<file path="config.mk">
export PLATFORM = sky130hd
export DESIGN_NAME = bp_me_burst_lock_arbiter
export DESIGN_NICKNAME = d
export VERILOG_FILES = /design/src/rtl/bp_me_burst_lock_arbiter.sv
export SDC_FILE = /design/constraint.sdc
export NUM_CORES = 1
export LEC_CHECK = 0
export CAP_MARGIN = 15
export CORE_AREA = 2 2 182 184
export CTS_BUF_LIST = sky130_fd_sc_hd__clkbuf_2
export DETAILED_ROUTE_END_ITERATION = 8
export DIE_AREA = 0 0 184 186
export PLACE_DENSITY = 0.36
export SLEW_MARGIN = 20
export SYNTH_ARGS = -nofsm -noshare
export SYNTH_HDL_FRONTEND = slang
export SYNTH_SLANG_ARGS = --single-unit
</file>
<file path="constraint.sdc">
create_clock -name clk_i -period 1.5 [get_ports clk_i]
set_clock_uncertainty 0.2 [all_clocks]
set_input_delay 0.15 -clock clk_i [delete_from_list [all_inputs] [get_ports clk_i]]
set_output_delay 0.15 -clock clk_i [all_outputs]
set_load 0.02 [all_outputs]
</file>
<file path="src/rtl/bp_me_burst_lock_arbiter.sv">
// bp_me_burst_lock_arbiter: round-robin arbiter locking one BedRock Burst output for a whole message.
// Define BP_ME_BURST_ARB_FASTPATH_EN to pick and forward the winning header combinationally from idle.
module bp_me_burst_lock_arbiter #(
    parameter int paddr_width_p       = 40
   ,parameter int num_req_p           = 2
   ,parameter int stream_data_width_p = 64
   ,parameter int payload_width_p     = 32
   ,localparam int xce_header_width_lp = 11 + paddr_width_p + payload_width_p
   ,localparam int lg_req_lp           = (num_req_p > 1) ? $clog2(num_req_p) : 1
) (
    input  logic                                       clk_i
   ,input  logic                                       reset_n_i
   ,input  logic [num_req_p*xce_header_width_lp-1:0]   msg_header_i
   ,input  logic [num_req_p-1:0]                       msg_header_v_i
   ,output logic [num_req_p-1:0]                       msg_header_ready_and_o
   ,input  logic [num_req_p-1:0]                       msg_has_data_i
   ,input  logic [num_req_p*stream_data_width_p-1:0]   msg_data_i
   ,input  logic [num_req_p-1:0]                       msg_data_v_i
   ,output logic [num_req_p-1:0]                       msg_data_ready_and_o
   ,input  logic [num_req_p-1:0]                       msg_last_i
   ,output logic [xce_header_width_lp-1:0]             out_header_o
   ,output logic                                       out_header_v_o
   ,input  logic                                       out_header_ready_and_i
   ,output logic                                       out_has_data_o
   ,output logic [stream_data_width_p-1:0]             out_data_o
   ,output logic                                       out_data_v_o
   ,input  logic                                       out_data_ready_and_i
   ,output logic                                       out_last_o
   ,output logic [lg_req_lp-1:0]                       grant_id_o
   ,output logic                                       lock_o
);
   typedef enum logic [1:0] {e_idle, e_header, e_data} state_e;
   state_e state_r, state_n;
   logic [lg_req_lp-1:0] grant_r, grant_n, last_r, last_n, pick, sel, idx;
   logic any_v;
   assign any_v = |msg_header_v_i;
   // Scan from farthest to nearest so the first valid requester after last_r is written last and wins
   always_comb begin
      pick = '0;
      idx = '0;
      for (int i = num_req_p; i >= 1; i--) begin
         idx = lg_req_lp'((int'(last_r) + i) % num_req_p);
         if (msg_header_v_i[idx]) pick = idx;
      end
   end
   always_comb begin
      state_n = state_r;
      grant_n = grant_r;
      last_n = last_r;
      sel = grant_r;
      out_header_v_o = 1'b0;
      out_data_v_o = 1'b0;
      msg_header_ready_and_o = '0;
      msg_data_ready_and_o = '0;
      case (state_r)
         e_header: begin
            out_header_v_o = msg_header_v_i[grant_r];
            msg_header_ready_and_o[grant_r] = out_header_ready_and_i;
            if (out_header_v_o & out_header_ready_and_i) begin
               last_n = grant_r;
               state_n = msg_has_data_i[grant_r] ? e_data : e_idle;
            end
         end
         e_data: begin
            out_data_v_o = msg_data_v_i[grant_r];
            msg_data_ready_and_o[grant_r] = out_data_ready_and_i;
            if (out_data_v_o & out_data_ready_and_i & msg_last_i[grant_r]) state_n = e_idle;
         end
         default: begin
`ifdef BP_ME_BURST_ARB_FASTPATH_EN
            // Without a same-cycle handshake the pick is parked in e_header so the offered header stays stable
            sel = pick;
            out_header_v_o = any_v & reset_n_i;
            msg_header_ready_and_o[pick] = out_header_ready_and_i & reset_n_i;
            if (any_v) begin
               grant_n = pick;
               state_n = e_header;
               if (out_header_ready_and_i) begin
                  last_n = pick;
                  state_n = msg_has_data_i[pick] ? e_data : e_idle;
               end
            end
`else
            if (any_v) begin
               grant_n = pick;
               state_n = e_header;
            end
`endif
         end
      endcase
   end
   always_ff @(posedge clk_i or negedge reset_n_i)
      if (!reset_n_i) begin
         state_r <= e_idle;
         grant_r <= '0;
         last_r <= lg_req_lp'(num_req_p - 1);
      end else begin
         state_r <= state_n;
         grant_r <= grant_n;
         last_r <= last_n;
      end
   assign out_header_o = msg_header_i[sel*xce_header_width_lp+:xce_header_width_lp];
   assign out_has_data_o = msg_has_data_i[sel];
   assign out_data_o = msg_data_i[grant_r*stream_data_width_p+:stream_data_width_p];
   assign out_last_o = msg_last_i[grant_r];
   assign grant_id_o = grant_r;
   assign lock_o = (state_r != e_idle);
endmodule

</file>
==> results.ini <==
[setup_path]
worstReg2RegStart=grant_id_o$_DFFE_PN0P_
cpMostUsedCell=buf_12
crit_chain=buf_12 -> buf_16 -> buf_12 -> mux2_4 -> buf_6
crit_start=grant_id_o$_DFFE_PN0P_
worstSetupPathType=flop to output pin
worstSetupEndpointType=output pin
slowest_stage=dfrtp_4
worstSetupStartpointType=flop
worst_ep_arrival_time_ns=1.71
cp_slowest_stage_delay_ns=0.55
cp_max_fo=13
worstPathRequired_ns=1.15

[drt]
drtIter0Drc=113
wl_met3_um=3020
top_layer=met4
num_vias=3875
first_pass_iters=4
drt-met1-wl_um=7890
drc=0
via_per_inst=3.44
wl_met2_um=11700
wirelength_um=22700
ant_nets=0
wl_per_cell_um=20.2

[die]
design.core.area_sq_um=32200
die_area_sq_um=34200
initial_utilization_pct=6.52
row_count=66
ios=463
dieHeight_um=186
die_w_um=184

[clock_tree]
cts.sinks=4
clk_latency_ns=0.22
cts_tree=yes
numCtsBuffers=3
cts_buffer_depth=2
path_clk_slew_ns=0.05
root_buffer=clkbuf_2
htreeDepth=1

[logic_synthesis]
synthXorXnorAreaFrac_pct=0
yosys_most_used_dff=dfrtp_1
yosysSeqAreaShare_pct=4.82
syn-num-nets=512
netlist.area_leader.share_pct=79.9
synth_fa_ha_area_share_pct=1.79
syn_area_per_cell_sq_um=10.3
synth-edff-count=0
ys_warn_count=0
synthTopCellsByCount=mux2_2, buf_4, buf_2
synth_compound_area_share_pct=1.79
synthCells=203
synth_most_common_cell=mux2_2
syn_area_sq_um=2100
synth.mux.area_fraction_pct=81.8
yosys-top-cells-area=mux2_2, dfrtp_1, buf_4
ys_seq_elements=4
synth_cell_types=20
yosysTopAreaCell=mux2_2
synth-simple-area-share_pct=3.81
ys_async_sr_fraction_pct=100
synth_top_family_by_area=multiplexers

[min_path]
min_from=last_r$_DFFE_PN1P_
hold_class=flop to flop

[finish]
multi_input_area_sq_um=2350
drive_gt1_share_pct=54.7
area_growth_pct=314
n_fill_cell=3370
seqCellArea_sq_um=105
nets=1027
post-route-util_pct=27.0
insertedDiodeCount=0

[grt]
antenna_found_initial=0
overflow=0
grt_pass1_wl_um=28900
grt_pass1_vias=4353
grt.total_usage_pct=11.9
grt_max_degree=16

[timing]
whs_ns=0.381
finalHoldViolCount=0
setup_tns_ns=-66.90
tightestPinTransition_ns=0.230
rsz0062_at_grt=yes
fin_crit_sh_pct=137
period_minus_slack_ns=2.06
setup_ws_ns=-0.558
slew_viol_final=0
fmax_mhz=486
setup_viol=159
max-slew-margin-rel_pct=84.6

[pwr]
p_total_w=0.0131
p_leak_nw=3.83
p_per_area_nw_per_um2=1500
peakVddDrop_v=0.000569

[placed_design]
routabilityCongestion=0.840
dpl_worst_slack_ns=-0.606
hpwl_um=19000
numPortBuffers=462

[flow_run]
drv_cap=0

[run_status]
failed_checks=setup timing
outcome=complete, but fails checks

metrics by stage:
step | instance area (sq um) | std cells
after floorplan | 2480 | 203
final | 8700 | 1125
after global routing | 8700 | 1125
after global placement | 7760 | 1083
after CTS | 7940 | 1109
after detailed placement | 7760 | 1083
sequential cells by signal, indices dropped and copies added (netlist names):
name / count
grant_id_o: 1
last_r: 1
state_r: 2
worst paths after layout:
check,endpoint,cells past startpoint,slack [ns]
max,out_data_o[26],5,-0.56
min,last_r$_DFFE_PN1P_,1,0.38
max reg2reg,state_r[1]$_DFFE_PN0P_,6,-0.47
min reg2reg,last_r$_DFFE_PN1P_,1,0.38
min in group asynchronous,state_r[1]$_DFFE_PN0P_,2,0.51
max in group asynchronous,last_r$_DFFE_PN1P_,2,0.32
routing by layer:
| layer | vias to the layer above | global-route usage, % |
|---|---|---|
| li1 | 1793 | - |
| met1 | 1794 | 11.5 |
| met2 | 282 | 22.9 |
| met3 | 6 | 6.38 |
| met4 | 0 | 1.06 |
| met5 | - | 0 |
placed cells by master (no fill, tap or decap), drive strengths merged:
master / n
a221o: 1
a22o: 1
and3: 1
buf: 216
clkbuf: 9
clkdlybuf4s50: 305
clkinv: 1
dfrtp: 3
dfstp: 1
dlygate4sd3: 1
ha: 3
inv: 4
mux2: 149
mux2i: 4
nand2: 5
nand3: 1
nand3b: 1
nand4: 1
nand4b: 1
nor2: 4
nor2b: 2
o21ai: 2
o2bb2ai: 1
final cells by class:
type	count	share of cell area, %
Clock buffer	4	0.230
Sequential cell	4	1.21
Timing Repair Buffer	527	65.3
Inverter	5	0.359
Multi-Input combinational cell	177	27.0
Tap cell	408	5.87
repair_timing:
| action | in CTS | in global routing |
|---|---|---|
| hold buffers | 1 | 0 |
| pin swaps | 1 | 5 |
| endpoints found under the hold margin | 3 | 0 |
| resized for setup | 627 | 332 |
| setup endpoints to repair | 160 | 161 |
| buffers inserted | 17 | 18 |
| gates cloned | 4 | 3 |
cells by family after synthesis:
| kind of cell | after synthesis |
|---|---|
| flops | 4 |
| mux | 153 |
| compound gates | 5 |
| fa+ha+maj | 3 |
| simple gates | 16 |
| buf+inv | 22 |
worst max-delay path, delay by kind of cell (launching register included):
| kind | cells | cell delay [ns] |
|---|---|---|
| buffers and inverters | 4 | 0.62 |
| multiplexers | 1 | 0.32 |
| flip-flops | 1 | 0.55 |
report_power, final:
part / internal, W / total (W) / switching, W
sequential: 0.000176 / 0.000258 / 0.0000820
combinational: 0.00744 / 0.0127 / 0.00524
clock: 0.0000706 / 0.000126 / 0.0000556
Note: power is estimated with default switching activity, not from simulation.
